===== src/rtl/nec_pkg.sv =====
// Shared NEC IR definitions: receiver FSM states, pulse-width windows in microseconds,
// and the snake-game direction codes.
package nec_pkg;

  typedef enum logic [2:0] {
    IDLE,
    LEAD_MARK,
    LEAD_SPACE,
    BIT_MARK,
    BIT_SPACE,
    STOP_MARK,
    REP_STOP
  } nec_state_e;

  localparam int unsigned LEAD_MARK_MIN   = 8000;
  localparam int unsigned LEAD_MARK_MAX   = 10000;
  localparam int unsigned LEAD_SPACE_MIN  = 4000;
  localparam int unsigned LEAD_SPACE_MAX  = 5000;
  localparam int unsigned REP_SPACE_MIN   = 1800;
  localparam int unsigned REP_SPACE_MAX   = 2700;
  localparam int unsigned BIT_MARK_MIN    = 400;
  localparam int unsigned BIT_MARK_MAX    = 750;
  localparam int unsigned BIT0_SPACE_MIN  = 400;
  localparam int unsigned BIT0_SPACE_MAX  = 750;
  localparam int unsigned BIT1_SPACE_MIN  = 1400;
  localparam int unsigned BIT1_SPACE_MAX  = 1900;

  localparam logic [31:0] UP    = 32'h20DF6A95;
  localparam logic [31:0] DOWN  = 32'h20DFEA15;
  localparam logic [31:0] LEFT  = 32'h20DF1AE5;
  localparam logic [31:0] RIGHT = 32'h20DF9A65;

  function automatic logic in_win(input int unsigned w, input int unsigned lo,
                                  input int unsigned hi);
    return (w >= lo) && (w <= hi);
  endfunction

endpackage


===== src/rtl/nec_us_tick.sv =====
// Microsecond timebase: divides clk by CLK_FREQ_HZ/1_000_000 into a one-clk tick.
module nec_us_tick #(
  parameter int CLK_FREQ_HZ = 50_000_000
) (
  input  logic clk,
  input  logic reset_n,
  output logic tick_o
);

  localparam int DIV = CLK_FREQ_HZ / 1_000_000;
  localparam int CW  = (DIV > 1) ? $clog2(DIV) : 1;
  localparam logic [CW-1:0] LAST = CW'(DIV - 1);

  logic [CW-1:0] cnt_q;

  assign tick_o = (cnt_q == LAST);

  always_ff @(posedge clk or negedge reset_n) begin
    if (!reset_n) cnt_q <= '0;
    else          cnt_q <= tick_o ? '0 : cnt_q + CW'(1);
  end

endmodule


===== src/rtl/nec_ir_receiver.sv =====
// NEC IR frame decoder producing a held 32-bit code plus valid/repeat/error pulses.
// Define NEC_CHECK_EN to also require address/command complement bytes at the stop mark.
module nec_ir_receiver
  import nec_pkg::*;
#(
  parameter int CLK_FREQ_HZ = 50_000_000,
  parameter int US_CNT_W    = 14
) (
  input  logic        clk,
  input  logic        reset_n,
  input  logic        ir_in,
  output logic [31:0] code,
  output logic        code_valid,
  output logic        repeat_pulse,
  output logic        frame_err
);

  localparam logic [US_CNT_W-1:0] W_SAT = '1;

  logic tick;
  logic sync1_q, sync2_q, prev_q;
  logic fall, rise, any_edge;
  logic [US_CNT_W-1:0] width_q, meas;
  logic [31:0] m;

  nec_state_e  state_q, state_d;
  logic [5:0]  bitcnt_q, bitcnt_d;
  logic [31:0] shift_q, shift_d, code_q, code_d;
  logic        have_q, have_d, wait_q, wait_d;
  logic        valid_q, valid_d, rep_q, rep_d, err_q, err;

  nec_us_tick #(.CLK_FREQ_HZ(CLK_FREQ_HZ)) u_tick (
    .clk    (clk),
    .reset_n(reset_n),
    .tick_o (tick)
  );

  always_ff @(posedge clk or negedge reset_n) begin
    if (!reset_n) begin
      sync1_q <= 1'b1;
      sync2_q <= 1'b1;
      prev_q  <= 1'b1;
    end else begin
      sync1_q <= ir_in;
      sync2_q <= sync1_q;
      prev_q  <= sync2_q;
    end
  end

  assign fall     = prev_q & ~sync2_q;
  assign rise     = ~prev_q & sync2_q;
  assign any_edge = fall | rise;

  // The measured width includes a tick landing on the edge cycle, so an N us pulse reads N.
  assign meas = (tick && (width_q != W_SAT)) ? width_q + US_CNT_W'(1) : width_q;
  assign m    = 32'(meas);

  always_ff @(posedge clk or negedge reset_n) begin
    if (!reset_n) width_q <= '0;
    else          width_q <= any_edge ? '0 : meas;
  end

  always_comb begin
    state_d  = state_q;
    bitcnt_d = bitcnt_q;
    shift_d  = shift_q;
    have_d   = have_q;
    wait_d   = wait_q;
    code_d   = code_q;
    valid_d  = 1'b0;
    rep_d    = 1'b0;
    err      = 1'b0;
    unique case (state_q)
      IDLE: begin
        if (wait_q) begin
          if (rise) wait_d = 1'b0;
        end else if (fall) begin
          state_d = LEAD_MARK;
        end
      end
      LEAD_MARK: begin
        if (rise) begin
          if (in_win(m, LEAD_MARK_MIN, LEAD_MARK_MAX)) state_d = LEAD_SPACE;
          else                                         err     = 1'b1;
        end else if (m > LEAD_MARK_MAX) err = 1'b1;
      end
      LEAD_SPACE: begin
        if (fall) begin
          if (in_win(m, LEAD_SPACE_MIN, LEAD_SPACE_MAX)) begin
            state_d  = BIT_MARK;
            bitcnt_d = '0;
          end else if (in_win(m, REP_SPACE_MIN, REP_SPACE_MAX)) begin
            state_d = REP_STOP;
          end else err = 1'b1;
        end else if (m > LEAD_SPACE_MAX) err = 1'b1;
      end
      BIT_MARK: begin
        if (rise) begin
          if (in_win(m, BIT_MARK_MIN, BIT_MARK_MAX)) state_d = BIT_SPACE;
          else                                       err     = 1'b1;
        end else if (m > BIT_MARK_MAX) err = 1'b1;
      end
      BIT_SPACE: begin
        if (fall) begin
          if (in_win(m, BIT0_SPACE_MIN, BIT0_SPACE_MAX) ||
              in_win(m, BIT1_SPACE_MIN, BIT1_SPACE_MAX)) begin
            shift_d  = {shift_q[30:0], in_win(m, BIT1_SPACE_MIN, BIT1_SPACE_MAX)};
            bitcnt_d = bitcnt_q + 6'd1;
            state_d  = (bitcnt_q == 6'd31) ? STOP_MARK : BIT_MARK;
          end else err = 1'b1;
        end else if (m > BIT1_SPACE_MAX) err = 1'b1;
      end
      STOP_MARK: begin
        if (rise) begin
          if (in_win(m, BIT_MARK_MIN, BIT_MARK_MAX)) begin
            state_d = IDLE;
`ifdef NEC_CHECK_EN
            if ((shift_q[31:24] == ~shift_q[23:16]) && (shift_q[15:8] == ~shift_q[7:0])) begin
              code_d  = shift_q;
              valid_d = 1'b1;
              have_d  = 1'b1;
            end else err = 1'b1;
`else
            code_d  = shift_q;
            valid_d = 1'b1;
            have_d  = 1'b1;
`endif
          end else err = 1'b1;
        end else if (m > BIT_MARK_MAX) err = 1'b1;
      end
      REP_STOP: begin
        if (rise) begin
          if (in_win(m, BIT_MARK_MIN, BIT_MARK_MAX)) begin
            rep_d   = have_q;
            state_d = IDLE;
          end else err = 1'b1;
        end else if (m > BIT_MARK_MAX) err = 1'b1;
      end
      default: state_d = IDLE;
    endcase
    // A failure inside a mark leaves the line low; ignore it until the mark ends.
    if (err) begin
      state_d = IDLE;
      wait_d  = ~sync2_q;
    end
  end

  always_ff @(posedge clk or negedge reset_n) begin
    if (!reset_n) begin
      state_q  <= IDLE;
      bitcnt_q <= '0;
      shift_q  <= '0;
      have_q   <= 1'b0;
      wait_q   <= 1'b0;
      code_q   <= '0;
      valid_q  <= 1'b0;
      rep_q    <= 1'b0;
      err_q    <= 1'b0;
    end else begin
      state_q  <= state_d;
      bitcnt_q <= bitcnt_d;
      shift_q  <= shift_d;
      have_q   <= have_d;
      wait_q   <= wait_d;
      code_q   <= code_d;
      valid_q  <= valid_d;
      rep_q    <= rep_d;
      err_q    <= err;
    end
  end

  assign code         = code_q;
  assign code_valid   = valid_q;
  assign repeat_pulse = rep_q;
  assign frame_err    = err_q;

endmodule


===== config.mk =====
export PLATFORM = sky130hd
export DESIGN_NAME = nec_ir_receiver
export DESIGN_NICKNAME = d
export VERILOG_FILES = /design/src/rtl/nec_pkg.sv /design/src/rtl/nec_us_tick.sv /design/src/rtl/nec_ir_receiver.sv
export SDC_FILE = /design/constraint.sdc
export NUM_CORES = 1
export LEC_CHECK = 0
export BUFFER_PORTS_ARGS = -buffer_cell sky130_fd_sc_hd__buf_4
export CAP_MARGIN = 5
export CORE_UTILIZATION = 57
export DETAILED_ROUTE_END_ITERATION = 16
export GPL_TIMING_DRIVEN = 0
export PLACE_DENSITY_LB_ADDON = 0.12
export SLEW_MARGIN = 20
export SYNTH_ARGS = -nofsm -noshare
export SYNTH_HDL_FRONTEND = slang
export SYNTH_SLANG_ARGS = --single-unit

===== constraint.sdc =====
create_clock -name clk -period 9.1 [get_ports clk]
set_clock_uncertainty 0.1 [all_clocks]
set_input_delay 0.455 -clock clk [delete_from_list [all_inputs] [get_ports clk]]
set_output_delay 0.455 -clock clk [all_outputs]
set_load 0.05 [all_outputs]

==> results of run 1 <==
[stage by stage]
stage / utilization, % / area (um^2) / power (mW) / setup slack, ps
floorplan: - / 5170 / 0.560 / 5280
global placement: 63.7 / 5580 / 0.590 / 4260
detailed placement: 63.8 / 5590 / 0.594 / 4190
CTS: 65.8 / 5770 / 0.860 / 4130
global route: 65.8 / 5770 / 0.895 / 3650
finish: 65.8 / 5770 / 0.851 / 4020
[layout make-up]
cell class	instances	area (um^2)
clock buffers	10	128
clock inverters	6	55.1
inverters	12	45.0
well taps	108	135
plain buffers	21	93.8
multi-input cells	343	2500
fillers	729	2990
repair buffers	37	282
flip-flops and latches	101	2530
[state kept, by name (all words and copies together) (netlist names), 3 cells and up]
signal	flops
width_q	14
state_q	3
code	32
u_tick.cnt_q	6
bitcnt_q	6
shift_q	32
[report_power, final]
part | internal, mW | switching [mW] | total (mW)
Sequential | 0.460 | 0.00792 | 0.468
Clock | 0.104 | 0.159 | 0.263
Combinational | 0.0367 | 0.0832 | 0.120
[how the worst min path moves through the flow]
| stage | to | cells after the start | slack [ps] |
|---|---|---|---|
| 2_1_floorplan | bitcnt_q[0] | 0 | 60 |
| 3_3_place_gp | sync2_q | 0 | 250 |
| 3_5_place_dp | sync2_q | 0 | 250 |
| 4_1_cts | sync1_q | 1 | 90 |
| 5_1_grt | sync1_q | 1 | 80 |
| 6_report | u_tick.cnt_q[2] | 1 | 70 |
[worst register-to-register path, delay by kind of cell (launching register included)]
kind / cells / cell delay, ps
and+or+nand+nor: 5 / 1780
muxes: 2 / 1000
buffers and inverters: 3 / 980
DFF: 1 / 480
AOI/OAI and AO/OA: 2 / 420
adders and majority gates: 1 / 190
[routing by layer]
| metal | vias to the layer above | global-route usage, % |
|---|---|---|
| met5 | - | 0 |
| met4 | 0 | 5.32 |
| met3 | 4 | 5.54 |
| met2 | 114 | 38.3 |
| met1 | 1893 | 33.9 |
| li1 | 1877 | - |
[cell usage after synthesis, types with 10 or more instances]
cell	n	area (um^2)
dfrtp_1	98	2450
mux2_2	62	698
nor2_1	42	158
nand2_1	30	113
a21oi_1	20	100
o21ai_0	17	85.1
and3_1	12	75.1
buf_2	12	60.1
inv_1	11	41.3
nand3_1	10	50.1
nand4_1	10	62.6
[kinds of logic (layout without fill, tap and decap cells)]
family | count (synthesis) | count (layout) | synth area share, %
simple gates | 163 | 163 | 17.6
flops | 101 | 101 | 48.9
compound gates | 98 | 98 | 13.3
mux | 67 | 67 | 14.5
buf+inv | 33 | 86 | 2.69
xor+xnor | 9 | 9 | 1.52
fa+ha+maj | 6 | 6 | 1.45
==> run_summary.xml, run 1 <==
<?xml version="1.0" encoding="UTF-8"?>
<metrics>
  <group name="run_status">
    <metric name="run_status" unit="">complete, no violations</metric>
  </group>
  <group name="sta">
    <metric name="finalHoldViolations" unit="">0</metric>
    <metric name="final.period_utilization" unit="%">55.8</metric>
    <metric name="rsz0062_at_grt" unit="">false</metric>
    <metric name="timing.max_slew.rel_slack" unit="%">40.6</metric>
    <metric name="actual_slew_at_the_worst_max_slew_pin" unit="ps">890</metric>
    <metric name="finalMaxSlewViolations" unit="">0</metric>
    <metric name="setup_total_negative_slack" unit="ps">0</metric>
    <metric name="max_freq" unit="MHz">197</metric>
    <metric name="finalHoldWorstSlack" unit="ps">65.3</metric>
    <metric name="timing.final.crit_period" unit="ps">5080</metric>
    <metric name="setup_viol" unit="">0</metric>
  </group>
  <group name="floorplan">
    <metric name="floorplan.die.width" unit="um">97.3</metric>
    <metric name="core_area" unit="mm^2">0.00876</metric>
    <metric name="ios" unit="">38</metric>
    <metric name="die-area" unit="mm^2">0.00946</metric>
    <metric name="fp.dieH" unit="um">97.3</metric>
    <metric name="core.rowCount" unit="">34</metric>
    <metric name="initial_utilization" unit="%">59.0</metric>
  </group>
  <group name="pwr">
    <metric name="leakage" unit="nW">2.75</metric>
    <metric name="worst_ir_drop_vdd" unit="mV">0.104</metric>
    <metric name="powerDensity" unit="mW/mm^2">147</metric>
  </group>
  <group name="job">
    <metric name="maxCapViolCount" unit="">0</metric>
  </group>
  <group name="drt">
    <metric name="overall_via_count_from_detail_route" unit="">3888</metric>
    <metric name="ant_nets" unit="">0</metric>
    <metric name="first_pass_iters" unit="">5</metric>
    <metric name="wl_per_cell" unit="um">16.8</metric>
    <metric name="top_layer" unit="">met4</metric>
    <metric name="vias_per_cell" unit="">6.09</metric>
    <metric name="routed_wirelength" unit="mm">10.7</metric>
    <metric name="total_drc_errors_in_the_routed_layout" unit="">0</metric>
    <metric name="routed-wl-met2" unit="mm">5.15</metric>
    <metric name="met3_length" unit="um">617</metric>
    <metric name="post_route_met1_wirelength" unit="mm">4.92</metric>
    <metric name="first_iter_violations" unit="">195</metric>
  </group>
  <group name="cells_and_area">
    <metric name="final_nets" unit="">534</metric>
    <metric name="most-common-layout-cells" unit="">dfrtp_1 (98), mux2_2 (62), nor2_1 (42)</metric>
    <metric name="fraction_of_final_layout_cells_with_drive_strength_greater_than_1" unit="%">27.4</metric>
    <metric name="fin_cells" unit="">638</metric>
    <metric name="area.growth.synth_to_final" unit="%">11.6</metric>
    <metric name="insertedDiodeCount" unit="">0</metric>
    <metric name="final_common_cell" unit="">dfrtp_1</metric>
  </group>
  <group name="clock_tree">
    <metric name="tritoncts" unit="">built</metric>
    <metric name="cts-root-to-sink-buffers" unit="">2</metric>
    <metric name="post_cts_hold_buffer_count" unit="">0</metric>
    <metric name="root_buffer_selected_by_cts" unit="">clkbuf_8</metric>
    <metric name="clk_pin_slew_worst_paths" unit="ps">100</metric>
    <metric name="clock_tree.htree_level_count" unit="">3</metric>
    <metric name="post_cts_buffers" unit="">0</metric>
    <metric name="worstSkewPairLatency" unit="ps">350</metric>
    <metric name="cts_num_sinks" unit="">101</metric>
    <metric name="cts-buffers-inserted" unit="">9</metric>
    <metric name="cts-resized-gates" unit="">0</metric>
  </group>
  <group name="setup_path">
    <metric name="critPathMostFrequentCell" unit="">clkbuf_1</metric>
    <metric name="cp-startpoint" unit="">width_q[0]</metric>
    <metric name="critical_path.reg2reg.endpoint" unit="">code[26]</metric>
    <metric name="cp.arrival" unit="ps">5210</metric>
    <metric name="path_class" unit="">flop to flop</metric>
    <metric name="worstPathMaxFanout" unit="">10</metric>
    <metric name="worst_r2r_startpoint" unit="">width_q[0]</metric>
    <metric name="critical_path.n_buffers_inverters" unit="">3</metric>
    <metric name="cpLargestDelayFamily" unit="">simple AND/OR/NAND/NOR gates</metric>
    <metric name="timing.critical_path.from_type" unit="">flop</metric>
    <metric name="cp.depth" unit="">13</metric>
    <metric name="critical-path-max-stage-delay" unit="ps">630</metric>
    <metric name="worst_ep_required" unit="ps">9230</metric>
    <metric name="crit_end" unit="">code[26]</metric>
    <metric name="crit_path_end_kind" unit="">flop</metric>
    <metric name="critPathSlowestCell" unit="">mux2i_1</metric>
    <metric name="reg2regPathDepth" unit="">13</metric>
    <metric name="rrSetupSlack" unit="ps">4020</metric>
    <metric name="crit_chain" unit="">ha_1 &gt; clkbuf_1 &gt; nand2_1 &gt; nor4_2 &gt; mux2i_1 &gt; o2111ai_1 &gt; nor4_1 &gt; a21oi_1 &gt; nor3b_1 &gt; and3_1 &gt; clkbuf_1 &gt; buf_2 &gt; mux2_2</metric>
  </group>
  <group name="placed_design">
    <metric name="dp.final_hpwl" unit="mm">7.66</metric>
    <metric name="gp_congestion" unit="">0.901</metric>
    <metric name="numPlacedInstances" unit="">622</metric>
    <metric name="io_buffer_count" unit="">37</metric>
  </group>
  <group name="yosys">
    <metric name="ys.warnings.count" unit="">0</metric>
    <metric name="synth_enable_flop_cells" unit="">0</metric>
    <metric name="synth_flop_cell" unit="">dfrtp_1</metric>
    <metric name="syn_nets" unit="">486</metric>
    <metric name="synth.cell_area" unit="mm^2">0.00517</metric>
    <metric name="synthCells" unit="">477</metric>
    <metric name="yosysSeqAreaShare" unit="%">48.9</metric>
    <metric name="ys_ff_latch" unit="">101</metric>
    <metric name="synth_area_per_cell" unit="um^2">10.8</metric>
    <metric name="synth.lib_cells_used.distinct" unit="">72</metric>
    <metric name="synth_async_sr_flop_share" unit="%">100</metric>
  </group>
  <group name="global_routing">
    <metric name="grt-ovfl-total" unit="">0</metric>
    <metric name="number_of_global_route_vias_before_repair" unit="">3872</metric>
    <metric name="groute.usage.overall" unit="%">24.0</metric>
    <metric name="grt_first_pass_wirelength" unit="mm">18.5</metric>
    <metric name="antenna_found_initial" unit="">0</metric>
    <metric name="grt_max_degree" unit="">102</metric>
  </group>
  <group name="worst_hold_path">
    <metric name="min_path_type" unit="">input pin to async pin</metric>
  </group>
</metrics>
No activity file was read; power rests on OpenSTA's default activity.
==> run 2: changes to the inputs <==
--- a/config.mk
+++ b/config.mk
@@ -7,7 +7,7 @@
 export LEC_CHECK = 0
 export BUFFER_PORTS_ARGS = -buffer_cell sky130_fd_sc_hd__buf_4
 export CAP_MARGIN = 5
-export CORE_UTILIZATION = 57
+export CORE_UTILIZATION = 54
 export DETAILED_ROUTE_END_ITERATION = 16
 export GPL_TIMING_DRIVEN = 0
 export PLACE_DENSITY_LB_ADDON = 0.12
==> constraint.sdc (replaced) <==
create_clock -name clk -period 4.4 [get_ports clk]
set_clock_uncertainty 0.1 [all_clocks]
set_input_delay 0.22 -clock clk [delete_from_list [all_inputs] [get_ports clk]]
set_output_delay 0.22 -clock clk [all_outputs]
set_load 0.05 [all_outputs]
==> run 2 against run 1 <==
  * Setup slack got worse by 3900 ps
  * Clock power grew 110%
  * Worst hold slack better by 200 ps
  * Wire length rose by 1.5%
  * Final area grew 1.8%
  * Global-route usage decreased by 0.79 points
  * Critical path depth decreased by 2
  * Maximum frequency rose by 19%
  * Critical path type unchanged
  * Largest power group unchanged
==> run_summary.xml, run 2 (synthesis results as in run 1) <==
<?xml version="1.0" encoding="UTF-8"?>
<metrics>
  <group name="run_status">
    <metric name="run_status" unit="">complete, no violations</metric>
  </group>
  <group name="worst_hold_path">
    <metric name="hold-path-endpoint" unit="">sync2_q</metric>
    <metric name="min_path_type" unit="">flop to flop</metric>
    <metric name="worstHoldPathCells" unit="">0</metric>
    <metric name="hold_path_startpoint" unit="">sync1_q</metric>
  </group>
  <group name="clock_tree">
    <metric name="root_buffer_selected_by_cts" unit="">clkbuf_8</metric>
    <metric name="worstSkewPairLatency" unit="ps">360</metric>
    <metric name="cts_num_sinks" unit="">101</metric>
    <metric name="clock_tree.htree_level_count" unit="">3</metric>
    <metric name="cts-root-to-sink-buffers" unit="">2</metric>
    <metric name="tritoncts" unit="">built</metric>
    <metric name="cts-buffers-inserted" unit="">9</metric>
    <metric name="clk_pin_slew_worst_paths" unit="ps">100</metric>
  </group>
  <group name="sta">
    <metric name="finalMaxSlewViolations" unit="">0</metric>
    <metric name="max_freq" unit="MHz">235</metric>
    <metric name="rsz0062_at_grt" unit="">true</metric>
    <metric name="finalHoldWorstSlack" unit="ps">261</metric>
    <metric name="timing.max_slew.rel_slack" unit="%">39.1</metric>
    <metric name="finalHoldViolations" unit="">0</metric>
    <metric name="final.period_utilization" unit="%">96.7</metric>
    <metric name="actual_slew_at_the_worst_max_slew_pin" unit="ps">913</metric>
    <metric name="setup_viol" unit="">0</metric>
    <metric name="timing.final.crit_period" unit="ps">4260</metric>
  </group>
  <group name="setup_path">
    <metric name="rrSetupSlack" unit="ps">140</metric>
    <metric name="worstPathMaxFanout" unit="">10</metric>
    <metric name="worst_r2r_startpoint" unit="">width_q[0]</metric>
    <metric name="worst_ep_required" unit="ps">4550</metric>
    <metric name="path_class" unit="">flop to flop</metric>
    <metric name="reg2regPathDepth" unit="">11</metric>
    <metric name="cp.arrival" unit="ps">4400</metric>
    <metric name="crit_path_end_kind" unit="">flop</metric>
    <metric name="critical_path.reg2reg.endpoint" unit="">code[3]</metric>
    <metric name="timing.critical_path.from_type" unit="">flop</metric>
  </group>
  <group name="global_routing">
    <metric name="grt-ovfl-total" unit="">0</metric>
    <metric name="antenna_found_initial" unit="">0</metric>
    <metric name="grt_max_degree" unit="">102</metric>
    <metric name="grt_first_pass_wirelength" unit="mm">18.4</metric>
    <metric name="groute.usage.overall" unit="%">23.2</metric>
    <metric name="number_of_global_route_vias_before_repair" unit="">3754</metric>
  </group>
  <group name="floorplan">
    <metric name="ios" unit="">38</metric>
    <metric name="die-area" unit="mm^2">0.00997</metric>
    <metric name="initial_utilization" unit="%">56.0</metric>
    <metric name="floorplan.die.width" unit="um">99.9</metric>
    <metric name="fp.dieH" unit="um">99.9</metric>
    <metric name="core.rowCount" unit="">35</metric>
    <metric name="core_area" unit="mm^2">0.00924</metric>
  </group>
  <group name="placed_design">
    <metric name="gp_congestion" unit="">0.876</metric>
    <metric name="io_buffer_count" unit="">37</metric>
    <metric name="dp.final_hpwl" unit="mm">7.64</metric>
  </group>
  <group name="cells_and_area">
    <metric name="most-common-layout-cells" unit="">dfrtp_1 (98), mux2_2 (62), nor2_1 (41)</metric>
    <metric name="nFillCells" unit="">734</metric>
    <metric name="final_nets" unit="">535</metric>
    <metric name="insertedDiodeCount" unit="">0</metric>
    <metric name="multi_input_area" unit="mm^2">0.00255</metric>
    <metric name="sequential_cell_area" unit="mm^2">0.00253</metric>
    <metric name="area.growth.synth_to_final" unit="%">13.5</metric>
    <metric name="fraction_of_final_layout_cells_with_drive_strength_greater_than_1" unit="%">29.2</metric>
    <metric name="final_common_cell" unit="">dfrtp_1</metric>
  </group>
  <group name="pwr">
    <metric name="leakage" unit="nW">2.77</metric>
    <metric name="worst_ir_drop_vdd" unit="mV">0.272</metric>
    <metric name="powerDensity" unit="mW/mm^2">301</metric>
    <metric name="total_power" unit="mW">1.77</metric>
  </group>
  <group name="drt">
    <metric name="total_drc_errors_in_the_routed_layout" unit="">0</metric>
    <metric name="overall_via_count_from_detail_route" unit="">3975</metric>
    <metric name="first_pass_iters" unit="">5</metric>
    <metric name="vias_per_cell" unit="">6.03</metric>
    <metric name="ant_nets" unit="">0</metric>
    <metric name="routed_wirelength" unit="mm">10.9</metric>
    <metric name="first_iter_violations" unit="">310</metric>
    <metric name="wl_per_cell" unit="um">16.5</metric>
  </group>
  <group name="job">
    <metric name="maxCapViolCount" unit="">0</metric>
  </group>
</metrics>
[run 2: cell count changes in the layout (fill, tap and decap cells not counted), sizes merged]
cell and delta:
clkinvlp +1, buf +1, clkbuf -2, clkinv -2, dlygate4sd3 +2
[run 2: worst max-delay path: stages (launching register included)]
cell      delay (ps)
dfrtp_1          480
ha_2             340
inv_1            110
or4_1            640
and3_1           260
a221o_1          340
a311oi_1         230
a21oi_1          190
nor3b_2          340
and3_1           400
buf_2            330
mux2_2           370
[run 2: stage by stage]
stage	TNS [ps]	cells	setup slack [ps]	instance area (um^2)	utilization (%)
after CTS	0	659	1.15	5840	63.2
after global placement	-18310	643	-420	5610	60.7
final	0	659	144	5870	63.5
after global routing	-40.0	659	-12.4	5870	63.5
after floorplan	0	477	575	5170	-
after detailed placement	-17580	643	-429	5610	60.8
[run 2: worst max path at each step]
stage,start,endpoint,slack (ps),depth (start not counted)
after floorplan,width_q[0],code[10],580,13
after global placement,width_q[0],code[21],-420,13
after detailed placement,width_q[0],code[25],-430,13
after CTS,width_q[0],code[3],1,12
after global routing,width_q[0],code[3],-10,11
final,width_q[0],code[3],140,11
[run 2: area by class of cell]
cell class              count  area share, %
inverters                  12          0.767
clock inverters             5          0.767
repair buffers             40           5.26
plain buffers              19           1.56
multi-input cells         343           43.4
flip-flops and latches    101           43.1
clock buffers              10           2.34
well taps                 129           2.75
[run 2: layer usage]
layer	GRT usage [%]	vias up	wire length [um]
met2	36.4	132	4990
met1	31.8	1946	4960
li1	-	1874	-
met3	5.71	23	687
met4	7.69	0	254
met5	0	-	0
[run 2: where the power goes]
part           switching (mW)  total (mW)  internal, mW  leakage, nW
sequential             0.0158       0.967         0.952         1.38
combinational           0.168       0.245        0.0770         1.30
clock                   0.328       0.554         0.226       0.0844
[run 2: repair_timing]
action | in CTS | in global routing
hold buffers | 2 | 0
hold endpoints to repair | 99 | 0
endpoints found under the setup margin | 68 | 65
setup buffers | 0 | 1
gates resized for setup | 6 | 7
pin swaps | 0 | 1
==> run 3: changes to the inputs <==
--- a/config.mk
+++ b/config.mk
@@ -5,9 +5,10 @@
 export SDC_FILE = /design/constraint.sdc
 export NUM_CORES = 1
 export LEC_CHECK = 0
+export ABC_CLOCK_PERIOD_IN_PS = 4300
 export BUFFER_PORTS_ARGS = -buffer_cell sky130_fd_sc_hd__buf_4
 export CAP_MARGIN = 5
-export CORE_UTILIZATION = 54
+export CORE_UTILIZATION = 60
 export DETAILED_ROUTE_END_ITERATION = 16
 export GPL_TIMING_DRIVEN = 0
 export PLACE_DENSITY_LB_ADDON = 0.12
==> constraint.sdc (replaced) <==
create_clock -name clk -period 4.3 [get_ports clk]
set_clock_uncertainty 0.1 [all_clocks]
set_input_delay 0.215 -clock clk [delete_from_list [all_inputs] [get_ports clk]]
set_output_delay 0.215 -clock clk [all_outputs]
set_load 0.05 [all_outputs]
==> run 3 against run 2 <==
  * Combinational power grew 3%
  * Register-to-register slack gained 110 ps
  * Largest power group unchanged
  * Utilization grew 8.4 points
  * Final area grew 1.2%
==> run_summary.xml, run 3 (synthesis results as in run 1) <==
<?xml version="1.0" encoding="UTF-8"?>
<metrics>
  <group name="run_status">
    <metric name="run_status" unit="">complete, no violations</metric>
  </group>
  <group name="pwr">
    <metric name="worst_ir_drop_vdd" unit="mV">0.234</metric>
    <metric name="power.share.combinational" unit="%">13.7</metric>
    <metric name="clock_power_share" unit="%">32.6</metric>
    <metric name="power.switching" unit="mW">0.556</metric>
    <metric name="p_sw_share" unit="%">30.1</metric>
    <metric name="powerDensity" unit="mW/mm^2">310</metric>
    <metric name="leakage" unit="nW">2.81</metric>
    <metric name="pwr-share-seq" unit="%">53.6</metric>
    <metric name="cell_internal_power_dissipation" unit="mW">1.29</metric>
  </group>
  <group name="global_routing">
    <metric name="grt-ovfl-total" unit="">0</metric>
    <metric name="groute.usage.overall" unit="%">25.5</metric>
    <metric name="number_of_global_route_vias_before_repair" unit="">3660</metric>
    <metric name="grt_first_pass_wirelength" unit="mm">17.8</metric>
    <metric name="grt_max_degree" unit="">102</metric>
    <metric name="antenna_found_initial" unit="">0</metric>
  </group>
  <group name="worst_hold_path">
    <metric name="hold_path_startpoint" unit="">sync1_q</metric>
    <metric name="min_path_type" unit="">flop to flop</metric>
  </group>
  <group name="sta">
    <metric name="timing.max_slew.rel_slack" unit="%">39.7</metric>
    <metric name="finalHoldViolations" unit="">0</metric>
    <metric name="finalMaxSlewViolations" unit="">0</metric>
    <metric name="final.period_utilization" unit="%">94.2</metric>
    <metric name="actual_slew_at_the_worst_max_slew_pin" unit="ps">904</metric>
    <metric name="finalHoldWorstSlack" unit="ps">258</metric>
    <metric name="setup_total_negative_slack" unit="ps">0</metric>
    <metric name="timing.final.crit_period" unit="ps">4050</metric>
    <metric name="setup_viol" unit="">0</metric>
    <metric name="max_freq" unit="MHz">247</metric>
  </group>
  <group name="floorplan">
    <metric name="core.rowCount" unit="">33</metric>
    <metric name="ios" unit="">38</metric>
    <metric name="initial_utilization" unit="%">62.6</metric>
    <metric name="floorplan.die.width" unit="um">94.8</metric>
    <metric name="die-area" unit="mm^2">0.00899</metric>
    <metric name="core_area" unit="mm^2">0.00826</metric>
    <metric name="fp.dieH" unit="um">94.8</metric>
  </group>
  <group name="drt">
    <metric name="routed_wirelength" unit="mm">10.8</metric>
    <metric name="ant_nets" unit="">0</metric>
    <metric name="first_pass_iters" unit="">4</metric>
    <metric name="overall_via_count_from_detail_route" unit="">3977</metric>
    <metric name="wl_per_cell" unit="um">17.0</metric>
    <metric name="vias_per_cell" unit="">6.24</metric>
    <metric name="first_iter_violations" unit="">225</metric>
    <metric name="total_drc_errors_in_the_routed_layout" unit="">0</metric>
  </group>
  <group name="cells_and_area">
    <metric name="final_nets" unit="">536</metric>
    <metric name="fraction_of_final_layout_cells_with_drive_strength_greater_than_1" unit="%">31.4</metric>
    <metric name="insertedDiodeCount" unit="">0</metric>
    <metric name="final_common_cell" unit="">dfrtp_1</metric>
    <metric name="most-common-layout-cells" unit="">dfrtp_1 (96), mux2_2 (62), nor2_1 (41)</metric>
    <metric name="area.growth.synth_to_final" unit="%">14.9</metric>
    <metric name="nFillCells" unit="">601</metric>
  </group>
  <group name="setup_path">
    <metric name="cp.arrival" unit="ps">4200</metric>
    <metric name="worst_r2r_startpoint" unit="">width_q[9]</metric>
    <metric name="timing.critical_path.from_type" unit="">flop</metric>
    <metric name="cp-startpoint" unit="">width_q[9]</metric>
    <metric name="path_class" unit="">flop to flop</metric>
    <metric name="crit_path_end_kind" unit="">flop</metric>
    <metric name="worstPathMaxFanout" unit="">10</metric>
    <metric name="worst_ep_required" unit="ps">4450</metric>
  </group>
  <group name="clock_tree">
    <metric name="worstSkewPairLatency" unit="ps">380</metric>
    <metric name="cts-buffers-inserted" unit="">9</metric>
    <metric name="tritoncts" unit="">built</metric>
    <metric name="clk_pin_slew_worst_paths" unit="ps">100</metric>
    <metric name="cts-root-to-sink-buffers" unit="">2</metric>
    <metric name="cts_num_sinks" unit="">101</metric>
    <metric name="clock_tree.htree_level_count" unit="">3</metric>
    <metric name="root_buffer_selected_by_cts" unit="">clkbuf_8</metric>
  </group>
  <group name="placed_design">
    <metric name="gp_congestion" unit="">0.893</metric>
    <metric name="dp.final_hpwl" unit="mm">7.62</metric>
    <metric name="io_buffer_count" unit="">37</metric>
  </group>
  <group name="job">
    <metric name="maxCapViolCount" unit="">0</metric>
  </group>
</metrics>
-- run 3: changes by cell type in the layout (fill, tap and decap cells not counted), sizes merged --
cell / delta
clkinv: +6
clkinvlp: -3
inv: -1
-- run 3: power by group through the flow --
| stage | Combinational [mW] | Clock, mW | Sequential, mW |
|---|---|---|---|
| after global placement | 0.241 | 0 | 1.01 |
| after global routing | 0.289 | 0.649 | 0.993 |
| after detailed placement | 0.247 | 0 | 1.01 |
| after CTS | 0.248 | 0.618 | 0.989 |
| after floorplan | 0.168 | 0 | 1.02 |
| final | 0.253 | 0.602 | 0.989 |
-- run 3: what timing repair did --
item | 4_1_cts | 5_1_grt
gates resized for setup | 7 | 21
endpoints found under the setup margin | 72 | 72
hold endpoints to repair | 99 | 0
setup buffers | 0 | 2
hold buffers | 2 | 0
pin swaps | 0 | 1
gates cloned | 0 | 0
-- run 3: layer usage --
| layer | share of wire [%] | vias up | GRT usage (%) | routed length, um |
|---|---|---|---|---|
| met5 | 0 | - | 0 | 0 |
| met4 | 1.6 | 0 | 6.44 | 171 |
| met3 | 4.6 | 16 | 5.31 | 504 |
| met2 | 48 | 97 | 40.5 | 5200 |
| met1 | 46 | 1991 | 36.0 | 4960 |
| li1 | - | 1873 | - | - |
-- run 3: final cells by class --
type,count,area (um^2),share of cell area (%)
clock buffer,9,124,2.08
inverter,12,45.0,0.758
sequential,101,2530,42.6
buffer,19,93.8,1.58
clock inverter,7,91.3,1.54
tap,105,131,2.21
timing repair buffer,41,317,5.33
multi-input combinational,343,2610,43.9
-- run 3: path summary, 6_finish.rpt --
kind	end	slack [ps]	depth (start not counted)
min in group asynchronous	width_q[8]	360	2
hold reg to reg	sync2_q	260	0
setup / recovery	shift_q[31]	250	12
max in group asynchronous	width_q[0]	3030	2
hold / removal	sync2_q	260	0
setup reg to reg	shift_q[31]	250	12
-- run 3: stage by stage --
step	power (mW)	util (%)	area, um^2	instances	worst slack (ps)
2_1_floorplan	1.19	-	5170	477	475
3_3_place_gp	1.25	67.6	5580	619	-449
3_5_place_dp	1.25	67.6	5580	619	-450
4_1_cts	1.86	70.9	5850	636	33.6
5_1_grt	1.93	72.0	5940	637	-19.1
6_report	1.84	72.0	5940	637	250
-- run 3: critical path, stage by stage (launching register included) --
cell      delay [ps]
dfrtp_1          360
buf_2            240
nand4_4          200
or4_1            650
and3_1           250
a221o_1          340
a311oi_1         280
a21oi_2          150
o22ai_2          270
nor2b_1          230
nand2_1          220
buf_2            290
mux2_1           330
